--- config.mk ---
export PLATFORM = sky130hd
export DESIGN_NAME = mux_seq_flat
export DESIGN_NICKNAME = d
export VERILOG_FILES = /design/src/rtl/mux_seq_pkg.sv /design/src/rtl/mux_seq_if.sv /design/src/rtl/mux_seq_scan_ctr.sv /design/src/rtl/mux_seq.sv /design/src/flat_wrapper.sv
export SDC_FILE = /design/constraint.sdc
export NUM_CORES = 1
export LEC_CHECK = 0
export CORE_MARGIN = 2
export CORE_UTILIZATION = 46
export CTS_BUF_LIST = sky130_fd_sc_hd__clkbuf_4
export CTS_CLUSTER_DIAMETER = 100
export DETAILED_ROUTE_END_ITERATION = 6
export PLACE_DENSITY_LB_ADDON = 0.08
export SYNTH_ARGS = -nofsm -noshare
export SYNTH_HDL_FRONTEND = slang
export SYNTH_SLANG_ARGS = --single-unit
--- constraint.sdc ---
create_clock -name clk -period 1.74 [get_ports clk]
set_clock_uncertainty 0.05 [all_clocks]
set_input_delay 0.522 -clock clk [delete_from_list [all_inputs] [get_ports clk]]
set_output_delay 0.522 -clock clk [all_outputs]
set_load 0.05 [all_outputs]
--- src/rtl/mux_seq_pkg.sv ---
// ============================================================================
// Module  : mux_pkg
// Brief   : Shared types, mode encodings and width helper for mux_seq.
// Rev     : 1.0  initial release
// ============================================================================
`default_nettype none

package mux_pkg;

  typedef enum logic [1:0] {
    IDLE   = 2'd0,
    MANUAL = 2'd1,
    SCAN   = 2'd2
  } state_e;

  localparam logic MODE_MANUAL = 1'b0;
  localparam logic MODE_SCAN   = 1'b1;

  // A single-entry range still needs one bit of index/counter.
  function automatic int clog2_min1(input int v);
    int r;
    r = $clog2(v);
    return (r < 1) ? 1 : r;
  endfunction

endpackage

`default_nettype wire

--- src/rtl/mux_seq_if.sv ---
// ============================================================================
// Module  : mux_seq_if
// Brief   : Channel bus between sample sources (master) and mux_seq (slave).
// Rev     : 1.0  initial release
// ============================================================================
`default_nettype none

interface mux_seq_if
  import mux_pkg::*;
#(
  parameter int N = 4,
  parameter int W = 1
);
  localparam int SW = clog2_min1(N);

  logic [N*W-1:0] t;
  logic [SW-1:0]  s;
  logic           mode;
  logic           en;
  logic [W-1:0]   y;
  logic [SW-1:0]  ch;
  logic           valid;
  logic           wrap;

  modport master (output t, s, mode, en, input y, ch, valid, wrap);
  modport slave  (input t, s, mode, en, output y, ch, valid, wrap);

endinterface

`default_nettype wire

--- src/rtl/mux_seq_scan_ctr.sv ---
// ============================================================================
// Module  : mux_scan_ctr
// Brief   : Dwell and channel counters for scan mode; ch_scan/wrap describe
//           the channel to present on the coming edge.
// Rev     : 1.0  initial release
// ============================================================================
`default_nettype none

module mux_scan_ctr
  import mux_pkg::*;
#(
  parameter int N     = 4,
  parameter int DWELL = 50
) (
  input  wire logic                     clk,
  input  wire logic                     rst,
  input  wire logic                     run,
  input  wire logic                     restart,
  output logic [clog2_min1(N)-1:0]      ch_scan,
  output logic                          wrap
);

  localparam int SW = clog2_min1(N);
  localparam int CW = clog2_min1(DWELL);

  logic [CW-1:0] cnt_q, cnt_d;
  logic [SW-1:0] ch_q, ch_d;

  always_ff @(posedge clk) begin
    if (rst) begin
      cnt_q <= '0;
      ch_q  <= '0;
    end else begin
      cnt_q <= cnt_d;
      ch_q  <= ch_d;
    end
  end

  always_comb begin
    cnt_d = cnt_q;
    ch_d  = ch_q;
    wrap  = 1'b0;
    if (restart) begin
      cnt_d = '0;
      ch_d  = '0;
    end else if (run) begin
      if (cnt_q == CW'(DWELL - 1)) begin
        cnt_d = '0;
        if (ch_q == SW'(N - 1)) begin
          ch_d = '0;
          wrap = 1'b1;
        end else begin
          ch_d = ch_q + 1'b1;
        end
      end else begin
        cnt_d = cnt_q + 1'b1;
      end
    end
  end

  assign ch_scan = ch_d;

endmodule

`default_nettype wire

--- src/rtl/mux_seq.sv ---
// ============================================================================
// Module  : mux_seq
// Brief   : Registered N:1 channel multiplexer with manual and auto-scan modes.
// Rev     : 1.0  initial release
// ============================================================================
`default_nettype none

module mux_seq
  import mux_pkg::*;
#(
  parameter int N     = 4,
  parameter int W     = 1,
  parameter int DWELL = 50
) (
  input  wire logic  clk,
  input  wire logic  rst,
  mux_seq_if.slave   bus
);

  localparam int SW = clog2_min1(N);

  state_e        state_q, state_d;
  logic [W-1:0]  y_q, y_d, y_sel;
  logic [SW-1:0] ch_q, ch_d, ch_next, ch_scan;
  logic          valid_q, valid_d, wrap_q, wrap_d;
  logic          scan_run, scan_restart, scan_wrap, s_in_range;

  always_ff @(posedge clk) begin
    if (rst) begin
      state_q <= IDLE;
      y_q     <= '0;
      ch_q    <= '0;
      valid_q <= 1'b0;
      wrap_q  <= 1'b0;
    end else begin
      state_q <= state_d;
      y_q     <= y_d;
      ch_q    <= ch_d;
      valid_q <= valid_d;
      wrap_q  <= wrap_d;
    end
  end

  always_comb begin
    state_d = IDLE;
    if (bus.en) begin
      state_d = (bus.mode == MODE_SCAN) ? SCAN : MANUAL;
    end
  end

  // Manual mode also clears the scan counters, so any later scan entry is fresh.
  assign scan_run     = (state_d == SCAN);
  assign scan_restart = (state_d == MANUAL) || ((state_d == SCAN) && (state_q != SCAN));
  assign s_in_range   = int'(bus.s) < N;

  mux_scan_ctr #(
    .N     (N),
    .DWELL (DWELL)
  ) u_scan_ctr (
    .clk     (clk),
    .rst     (rst),
    .run     (scan_run),
    .restart (scan_restart),
    .ch_scan (ch_scan),
    .wrap    (scan_wrap)
  );

  always_comb begin
    ch_next = ch_q;
    valid_d = 1'b0;
    wrap_d  = 1'b0;
    case (state_d)
      MANUAL: begin
        ch_next = bus.s;
        valid_d = s_in_range;
      end
      SCAN: begin
        ch_next = ch_scan;
        valid_d = 1'b1;
        wrap_d  = scan_wrap;
      end
      default: ;
    endcase

    // Out-of-range indices match no channel and select zero.
    y_sel = '0;
    for (int k = 0; k < N; k++) begin
      if (int'(ch_next) == k) y_sel = bus.t[k*W +: W];
    end

    y_d  = (state_d == IDLE) ? y_q : y_sel;
    ch_d = ch_next;
  end

  assign bus.y     = y_q;
  assign bus.ch    = ch_q;
  assign bus.valid = valid_q;
  assign bus.wrap  = wrap_q;

endmodule

`default_nettype wire

--- src/flat_wrapper.sv ---
// flat-port wrapper written by rule: the top's interface ports become plain ports
module mux_seq_flat import mux_pkg::*;
#(
  parameter int N     = 4,
  parameter int W     = 1,
  parameter int DWELL = 50
)
  (clk, rst, bus_t, bus_s, bus_mode, bus_en, bus_y, bus_ch, bus_valid, bus_wrap);
  mux_seq_if #(.N(N), .W(W)) bus_i ();
  input  wire logic clk;
  input  wire logic rst;
  input wire logic [$bits(bus_i.t)-1:0] bus_t;
  input wire logic [$bits(bus_i.s)-1:0] bus_s;
  input wire logic [$bits(bus_i.mode)-1:0] bus_mode;
  input wire logic [$bits(bus_i.en)-1:0] bus_en;
  output wire logic [$bits(bus_i.y)-1:0] bus_y;
  output wire logic [$bits(bus_i.ch)-1:0] bus_ch;
  output wire logic [$bits(bus_i.valid)-1:0] bus_valid;
  output wire logic [$bits(bus_i.wrap)-1:0] bus_wrap;
  assign bus_i.t = bus_t;
  assign bus_i.s = bus_s;
  assign bus_i.mode = bus_mode;
  assign bus_i.en = bus_en;
  assign bus_y = bus_i.y;
  assign bus_ch = bus_i.ch;
  assign bus_valid = bus_i.valid;
  assign bus_wrap = bus_i.wrap;
  mux_seq #(.N(N), .W(W), .DWELL(DWELL)) u_core (.clk(clk), .rst(rst), .bus(bus_i));
endmodule
==> impl_metrics.yaml, run 1 <==
final_layout:
  fin_util: 0.715
  syn_to_final_growth_pct: 47.7
  nets: 125
  final_cell_mix: "buf_4 (16), dfxtp_1 (14), nand2_1 (10), nor2_1 (9), clkdlybuf4s50_1 (7)"
  antennaDiodeCount: 0
  drive_gt1_frac: 0.288
  final_common_cell: "buf_4"
  final_cells: 127
power_and_ir_drop:
  ir_worst_vdd_mv: 0.498
  power_density_mw_per_mm2: 654
  p_leak_uw: 0.000449
floorplanning:
  coreArea_sq_mm: 0.00149
  initial_core_util: 0.484
  die_x_um: 43.6
  num_rows: 14
  die_area_sq_mm: 0.00190
  io_pins: 15
  die_h_um: 43.6
clocking:
  htreeDepth: 1
  cts.clk_slew.worst_paths_ns: 0.09
  numClockSinks: 15
  cts_root_buf: "clkbuf_4"
  cts_made_buffers: 3
  max-clock-path-buffers: 2
  cts_tree: "done"
  worstSkewPairLatency_ns: 0.28
global_route:
  grt_max_degree: 9
  antenna_found_initial: 0
  grt_pass1_wl_mm: 2.56
  grt_pass1_vias: 627
  grt_overflow: 0
  grt_usage: 0.181
drt:
  drc: 0
  vias_per_cell: 5.18
  drt_iter0_drc: 11
  drt_wl_total_mm: 1.55
  first_pass_iters: 4
  vias: 658
  routedWlPerCell_um: 12.2
  ant_nets: 0
timing:
  relSlewSlack: 0.821
  setup_viol_count_final: 0
  min_period_ns: 1.70
  worst_pin_slew_ns: 0.267
  min_period_over_period: 0.977
  max_freq_mhz: 588
  hold_violations: 0
  slew_viol_final: 0
yosys:
  ys_warn_count: 0
  syn-num-nets: 92
  ys_seq_area_frac: 0.417
  syn_inst: 79
  synth_edf_count: 0
  synthFlopType: "dfxtp_1"
  syn_area_sq_um: 721
  synth_area_per_cell_sq_um: 9.12
  ys_ff_latch: 15
  synth_cell_type_count: 31
  synthArstFlopShare: 0
setup_path:
  crit_path_start_kind: "input pin"
  cp_data_required_time_ns: 1.85
  cp.arrival_ns: 1.81
  critPathCaptureType: "flip-flop"
  worstPathMaxFanout: 4
  worstSetupPathType: "in2reg"
placement:
  dp_cells: 119
  hpwl_mm: 1.15
  numPortBuffers: 14
  gp_congestion: 0.733
run:
  maxCapViolCount: 0
status:
  status: "complete, no violations"
worst_hold_path:
  hold_path.class: "reg2reg"
## worst paths after layout
path                                                               from                              endpoint  slack [ns]  depth (start not counted)
worst max-delay path                                           bus_mode             u_core.bus.y$_SDFFE_PP0P_        0.04                          7
worst min-delay path               u_core.u_scan_ctr.ch_q[1]$_SDFF_PP0_  u_core.u_scan_ctr.ch_q[1]$_SDFF_PP0_        0.45                          2
worst max register to register  u_core.u_scan_ctr.cnt_q[1]$_SDFFE_PP0P_             u_core.bus.y$_SDFFE_PP0P_        0.06                          8
worst min register to register     u_core.u_scan_ctr.ch_q[1]$_SDFF_PP0_  u_core.u_scan_ctr.ch_q[1]$_SDFF_PP0_        0.45                          2
## per-layer routing
layer  wire length (um)  GRT usage
met1                729      0.233
met2                746      0.282
met3                 58     0.0542
met4                 13     0.0727
met5                  0          0
## final cells by class
| cell class | count | area, sq um |
|---|---|---|
| fillers | 116 | 424 |
| multi-input cells | 61 | 402 |
| repair buffers | 30 | 308 |
| flip-flops and latches | 15 | 302 |
| clock buffers | 4 | 30.0 |
| well taps | 16 | 20.0 |
| inverters | 1 | 3.75 |
## cell families (layout without fill, tap and decap cells)
kind of cell / after synthesis / count (layout) / synth area share
buf+inv: 3 / 35 / 0.0278
flops: 15 / 15 / 0.417
simple gates: 39 / 39 / 0.309
mux: 3 / 3 / 0.0417
compound gates: 12 / 12 / 0.104
fa+ha+maj: 3 / 3 / 0.0521
xor+xnor: 4 / 4 / 0.0486
## cell usage after synthesis (all sizes together) (3+ instances only)
master | count | share of area
o21ai | 3 | 0.026
nand4 | 4 | 0.035
a21oi | 5 | 0.035
ha | 3 | 0.052
dfxtp | 15 | 0.42
nand2 | 10 | 0.052
xor2 | 3 | 0.036
nor2 | 9 | 0.047
mux2i | 3 | 0.042
and2 | 3 | 0.030
## critical path, stage by stage
cell and delay (ns):
dlygate4sd2_1 0.26, and4_4 0.20, and2_4 0.15, o211ai_1 0.19, buf_4 0.17, mux2i_1 0.19
o221ai_1 0.12
## per-stage QoR
stage	cell area, sq um	hold slack [ns]	power [uW]	setup TNS (ns)	worst slack, ns
finish	1060	0.453	697	0	0.0397
global route	1060	0.478	728	-0.00880	-0.00880
CTS	1040	0.457	702	0	0.0322
detailed placement	1000	0.444	488	-2.57	-0.555
global placement	1000	0.425	487	-2.37	-0.483
floorplan	721	0.400	420	0	0.0108
## where the power goes
part | internal (uW) | switching, uW | leakage [uW] | total, uW
Clock | 105 | 109 | 0.0000184 | 214
Sequential | 353 | 7.22 | 0.000123 | 360
Combinational | 68.8 | 54.0 | 0.000308 | 123
## registers in the layout (all words and copies together), names as in the netlist
signal	count
u_core.u_scan_ctr.ch_q	2
u_core.bus.valid	1
u_core.state_q	2
u_core.bus.y	1
u_core.bus.wrap	1
u_core.u_scan_ctr.cnt_q	6
u_core.bus.ch	2
## timing repair
action	CTS	global route
endpoints found under the setup margin	2	1
setup buffers	1	3
resized for setup	2	2
pin swaps	1	4
hold buffers	0	0
gates cloned	0	0
hold endpoints to repair	0	0
Note: power is estimated with default switching activity, not from simulation.
==> run 2: changes to the inputs <==
clock period = 1.45 ns   (was 1.74 ns; I/O delays follow)
==> run 2 against run 1 <==
Effect of this change:
- critical path type is now reg2reg
- power up 18%
- core utilization up 5.5 points
- register-to-register slack worse by 0.23 ns
- sequential power up 20%
- global-route usage up 1.3 points
- first-iteration DRC count down 36%
- wire length up 3.6%
- die area unchanged
- clock power up 11%
- critical path depth up 1
- the run now ends with setup timing left
- count of clock-buffer cells in the layout down 1
==> impl_metrics.yaml, run 2 (same netlist as run 1, synthesis figures left out) <==
timing:
  min_period_ns: 1.62
  rsz0062_at_grt: "true"
  relSlewSlack: 0.850
  worst_pin_slew_ns: 0.224
  setup_tns_ns: -0.173
  finalWorstSetupSlack_ns: -0.173
  max_freq_mhz: 616
  setup_viol_count_final: 1
  slew_viol_final: 0
  hold_violations: 0
  min_period_over_period: 1.12
setup_path:
  cp_data_required_time_ns: 1.56
  r2r_end: "u_core.bus.y$_SDFFE_PP0P_"
  crit_chain: "inv_2 > ha_4 > and4_4 > and2_4 > o211ai_1 > buf_4 > mux2i_1 > o221ai_1"
  cp.arrival_ns: 1.73
  crit_path_max_incr_delay_ns: 0.34
  rr_worst_depth: 8
  worstSetupPathType: "reg2reg"
  worstPathMaxFanout: 3
  critPathCaptureType: "flip-flop"
  crit_path_start_kind: "flip-flop"
  r2r-start: "u_core.u_scan_ctr.cnt_q[1]$_SDFFE_PP0P_"
  r2r_slack_ns: -0.17
  cp_slowest_cell: "dfxtp_2"
drt:
  drc: 0
  drt_iter0_drc: 7
  routedWlPerCell_um: 12.0
  drt_wl_total_mm: 1.60
  vias_per_cell: 5.10
  ant_nets: 0
  vias: 684
  first_pass_iters: 4
clocking:
  cts_tree: "done"
  cts_made_buffers: 3
  max-clock-path-buffers: 2
  htreeDepth: 1
  numClockSinks: 15
  cts_root_buf: "clkbuf_4"
  worstSkewPairLatency_ns: 0.28
  cts.clk_slew.worst_paths_ns: 0.09
placement:
  gp_congestion: 0.750
  numPortBuffers: 14
  hpwl_mm: 1.30
global_route:
  grt_pass1_wl_mm: 2.70
  grt_max_degree: 10
  grt_usage: 0.193
  grt_pass1_vias: 648
  grt_overflow: 0
  antenna_found_initial: 0
power_and_ir_drop:
  ir_worst_vdd_mv: 0.551
  power_density_mw_per_mm2: 719
  total_power_uw: 825
  p_leak_uw: 0.000496
final_layout:
  final_common_cell: "buf_4"
  largest_register_ffs: 6
  fillCellCount: 104
  multiInputGateArea_sq_um: 425
  final_cell_mix: "buf_4 (21), dfxtp_1 (13), nand2_1 (9), nor2_1 (9), clkdlybuf4s50_1 (6)"
  seqCellArea_sq_um: 303
  nets: 132
  drive_gt1_frac: 0.390
  regMostFlops: "u_core.u_scan_ctr.cnt_q"
  syn_to_final_growth_pct: 59.2
  antennaDiodeCount: 0
worst_hold_path:
  worstHoldEndpoint: "u_core.u_scan_ctr.ch_q[1]$_SDFF_PP0_"
  worstHoldStart: "u_core.u_scan_ctr.ch_q[1]$_SDFF_PP0_"
  hold_path.class: "reg2reg"
  holdPathStages: 2
run:
  maxCapViolCount: 0
floorplanning:
  die_area_sq_mm: 0.00190
  coreArea_sq_mm: 0.00149
  initial_core_util: 0.484
  die_h_um: 43.6
  io_pins: 15
  num_rows: 14
  die_x_um: 43.6
status:
  violations: "setup timing"
  status: "complete, but fails checks"
run 2: worst max-delay path: cells and delay by family (launching register included):
| family | cells | cell delay [ns] |
|---|---|---|
| simple gates | 2 | 0.30 |
| buf+inv | 2 | 0.20 |
| compound gates | 2 | 0.29 |
| fa+ha+maj | 1 | 0.14 |
| mux | 1 | 0.18 |
| flops | 1 | 0.34 |
run 2: worst max path at each step:
stage / end / cells past startpoint / slack [ns] / startpoint
after detailed placement: u_core.bus.y$_SDFFE_PP0P_ / 6 / -0.71 / bus_en
after global routing: u_core.bus.y$_SDFFE_PP0P_ / 8 / -0.22 / u_core.u_scan_ctr.cnt_q[1]$_SDFFE_PP0P_
final: u_core.bus.y$_SDFFE_PP0P_ / 8 / -0.17 / u_core.u_scan_ctr.cnt_q[1]$_SDFFE_PP0P_
after global placement: u_core.bus.y$_SDFFE_PP0P_ / 6 / -0.67 / bus_en
after CTS: u_core.bus.y$_SDFFE_PP0P_ / 7 / -0.19 / u_core.u_scan_ctr.cnt_q[1]$_SDFFE_PP0P_
after floorplan: u_core.bus.y$_SDFFE_PP0P_ / 6 / -0.18 / bus_en
run 2: where the power goes:
part           switching [uW]  internal [uW]
clock network             136            102
logic                    67.5           86.6
registers                9.56            423
run 2: cell type report:
class | instances | share of cell area
Timing Repair Buffer | 37 | 0.321
Multi-Input combinational cell | 61 | 0.371
Tap cell | 16 | 0.0174
Inverter | 1 | 0.00327
Clock inverter | 1 | 0.00436
Clock buffer | 3 | 0.0196
Sequential cell | 15 | 0.264
run 2: metal layers:
layer / up-vias / GRT usage / routed length [um] / part of all wire
met5: - / 0 / 0 / 0
met4: 0 / 0.0970 / 0 / 0
met3: 0 / 0.0500 / 52 / 0.032
met2: 11 / 0.291 / 759 / 0.47
met1: 318 / 0.255 / 790 / 0.49
li1: 355 / - / - / -
run 2: through the flow:
step	hold WS (ns)	cells	utilization	setup slack [ns]	cell area (sq um)
global route	0.460	134	0.771	-0.225	1150
detailed placement	0.429	127	0.716	-0.710	1070
global placement	0.425	127	0.716	-0.670	1070
floorplan	0.400	79	-	-0.178	728
CTS	0.443	133	0.752	-0.187	1120
finish	0.439	134	0.771	-0.173	1150
run 2: timing repair:
action	4_1_cts	5_1_grt
setup endpoints to repair	11	8
gates resized for setup	6	10
hold endpoints to repair	0	0
pin swaps	4	4
setup buffers	2	1
hold buffers	0	0
==> run 3: changes to the inputs <==
CORE_MARGIN = unset   (was 2)
CORE_UTILIZATION = 40   (was 46)
==> run 3 against run 2 <==
Effect of this change:
- the run still ends with setup timing left
- die area grew 4.0%
- worst setup slack improved by 0.032 ns
- global-route usage shrank 1.2 points
- via count is 5.7% lower
- worst hold slack got worse by 0.047 ns
- sequential cell count is the same
- cell count rose by 3.7%
- cell area shrank 2.3%
- core utilization shrank 6.7 points
- critical path depth is the same
- critical path type unchanged
- highest routed layer is now met4
==> impl_metrics.yaml, run 3 (same netlist as run 1, synthesis figures left out) <==
setup_path:
  critPathCaptureType: "flip-flop"
  worstSetupPathType: "reg2reg"
  r2r_end: "u_core.bus.y$_SDFFE_PP0P_"
  r2r-start: "u_core.u_scan_ctr.cnt_q[1]$_SDFFE_PP0P_"
  rr_worst_depth: 8
  worstPathMaxFanout: 3
  cp.arrival_ns: 1.71
  r2r_slack_ns: -0.14
  crit_path_start_kind: "flip-flop"
  cp_data_required_time_ns: 1.57
final_layout:
  drive_gt1_frac: 0.348
  final_cell_mix: "buf_4 (20), dfxtp_1 (13), nand2_1 (9), nor2_1 (9), clkdlybuf4s50_1 (7)"
  syn_to_final_growth_pct: 55.6
  nets: 129
  regMostFlops: "u_core.u_scan_ctr.cnt_q"
  final_common_cell: "buf_4"
  fin_util: 0.703
  largest_register_ffs: 6
  antennaDiodeCount: 0
floorplanning:
  die_area_sq_mm: 0.00198
  num_rows: 14
  coreArea_sq_mm: 0.00159
  initial_core_util: 0.452
  die_h_um: 44.4
  io_pins: 15
  die_x_um: 44.4
worst_hold_path:
  worstHoldEndpoint: "u_core.state_q[1]$_SDFF_PP0_"
  holdPathStages: 2
  hold_path.class: "in2reg"
  worstHoldStart: "bus_mode"
global_route:
  antenna_found_initial: 0
  grt_overflow: 0
  grt_max_degree: 10
  grt_pass1_vias: 637
  grt_usage: 0.182
  grt_pass1_wl_mm: 2.64
timing:
  setup_tns_ns: -0.142
  max_freq_mhz: 628
  hold_violations: 0
  setup_viol_count_final: 1
  relSlewSlack: 0.860
  slew_viol_final: 0
  finalWorstSetupSlack_ns: -0.142
  rsz0062_at_grt: "true"
  min_period_over_period: 1.10
  min_period_ns: 1.59
  finalHoldWorstSlack_ns: 0.392
  worst_pin_slew_ns: 0.208
clocking:
  cts_root_buf: "clkbuf_4"
  cts_made_buffers: 3
  worstSkewPairLatency_ns: 0.28
  htreeDepth: 1
  cts.clk_slew.worst_paths_ns: 0.10
  max-clock-path-buffers: 2
  cts_tree: "done"
  numClockSinks: 15
drt:
  drt-met1-wl_um: 781
  drt_iter0_drc: 6
  ant_nets: 0
  routedWlPerCell_um: 10.8
  vias: 645
  route.met2.wl_um: 681
  drt_wl_total_mm: 1.51
  first_pass_iters: 4
  top_layer: "met4"
  drc: 0
  wl_met3_um: 32
  vias_per_cell: 4.64
run:
  maxCapViolCount: 0
placement:
  hpwl_mm: 1.17
  numPortBuffers: 14
  gp_congestion: 0.758
  post-place-ws_ns: -0.783
power_and_ir_drop:
  ir_worst_vdd_mv: 0.546
  p_leak_uw: 0.000468
  power_density_mw_per_mm2: 735
status:
  violations: "setup timing"
  status: "complete, but fails checks"
run 3: changes by cell type in the layout (fill, tap and decap cells not counted), sizes merged:
cell / before / now
buf: 28 / 25
clkdlybuf4s50: 6 / 7
dlymetal6s2s: 1 / 0
run 3: metrics by stage:
stage | total power (uW) | instances | cell area [sq um]
final | 824 | 139 | 1120
after global routing | 860 | 139 | 1120
after CTS | 836 | 139 | 1110
after detailed placement | 583 | 134 | 1070
after global placement | 582 | 134 | 1070
after floorplan | 506 | 79 | 728
run 3: repair_timing:
action / 4_1_cts / 5_1_grt
setup buffers: 1 / 0
endpoints found under the setup margin: 12 / 4
pin swaps: 3 / 3
hold buffers: 0 / 0
gates resized for setup: 6 / 6
run 3: worst max-delay path by stage:
stage / end / start
floorplan: u_core.bus.y$_SDFFE_PP0P_ / bus_en
detailed placement: u_core.bus.y$_SDFFE_PP0P_ / bus_mode
finish: u_core.bus.y$_SDFFE_PP0P_ / u_core.u_scan_ctr.cnt_q[1]$_SDFFE_PP0P_
CTS: u_core.bus.y$_SDFFE_PP0P_ / u_core.u_scan_ctr.cnt_q[1]$_SDFFE_PP0P_
global placement: u_core.bus.y$_SDFFE_PP0P_ / bus_mode
global route: u_core.bus.y$_SDFFE_PP0P_ / u_core.u_scan_ctr.cnt_q[1]$_SDFFE_PP0P_
run 3: area by class of cell:
type,instances,area (sq um)
inverter,1,3.75
clock inverter,1,5.00
timing repair buffer,34,335
clock buffer,3,22.5
tap,24,30.0
multi-input combinational,61,422
sequential,15,303
fill,117,473
run 3: where the power goes:
part           internal, uW  total (uW)  leakage (uW)  switching [uW]
clock network           102         247     0.0000177             145
registers               423         433      0.000123            9.86
logic                  79.8         143      0.000327            63.3
run 3: worst max-delay path: stages (launching register included):
cell and delay (ns):
dfxtp_2 0.34, inv_2 0.04, ha_4 0.14, and4_4 0.14, and2_4 0.14, o211ai_1 0.17
buf_4 0.16, mux2i_1 0.18, o221ai_1 0.12
run 3: routing by layer:
layer  track usage  up-vias
met5             0        -
met4        0.0545        0
met3        0.0367        2
met2         0.294        7
met1         0.244      288
li1              -      348
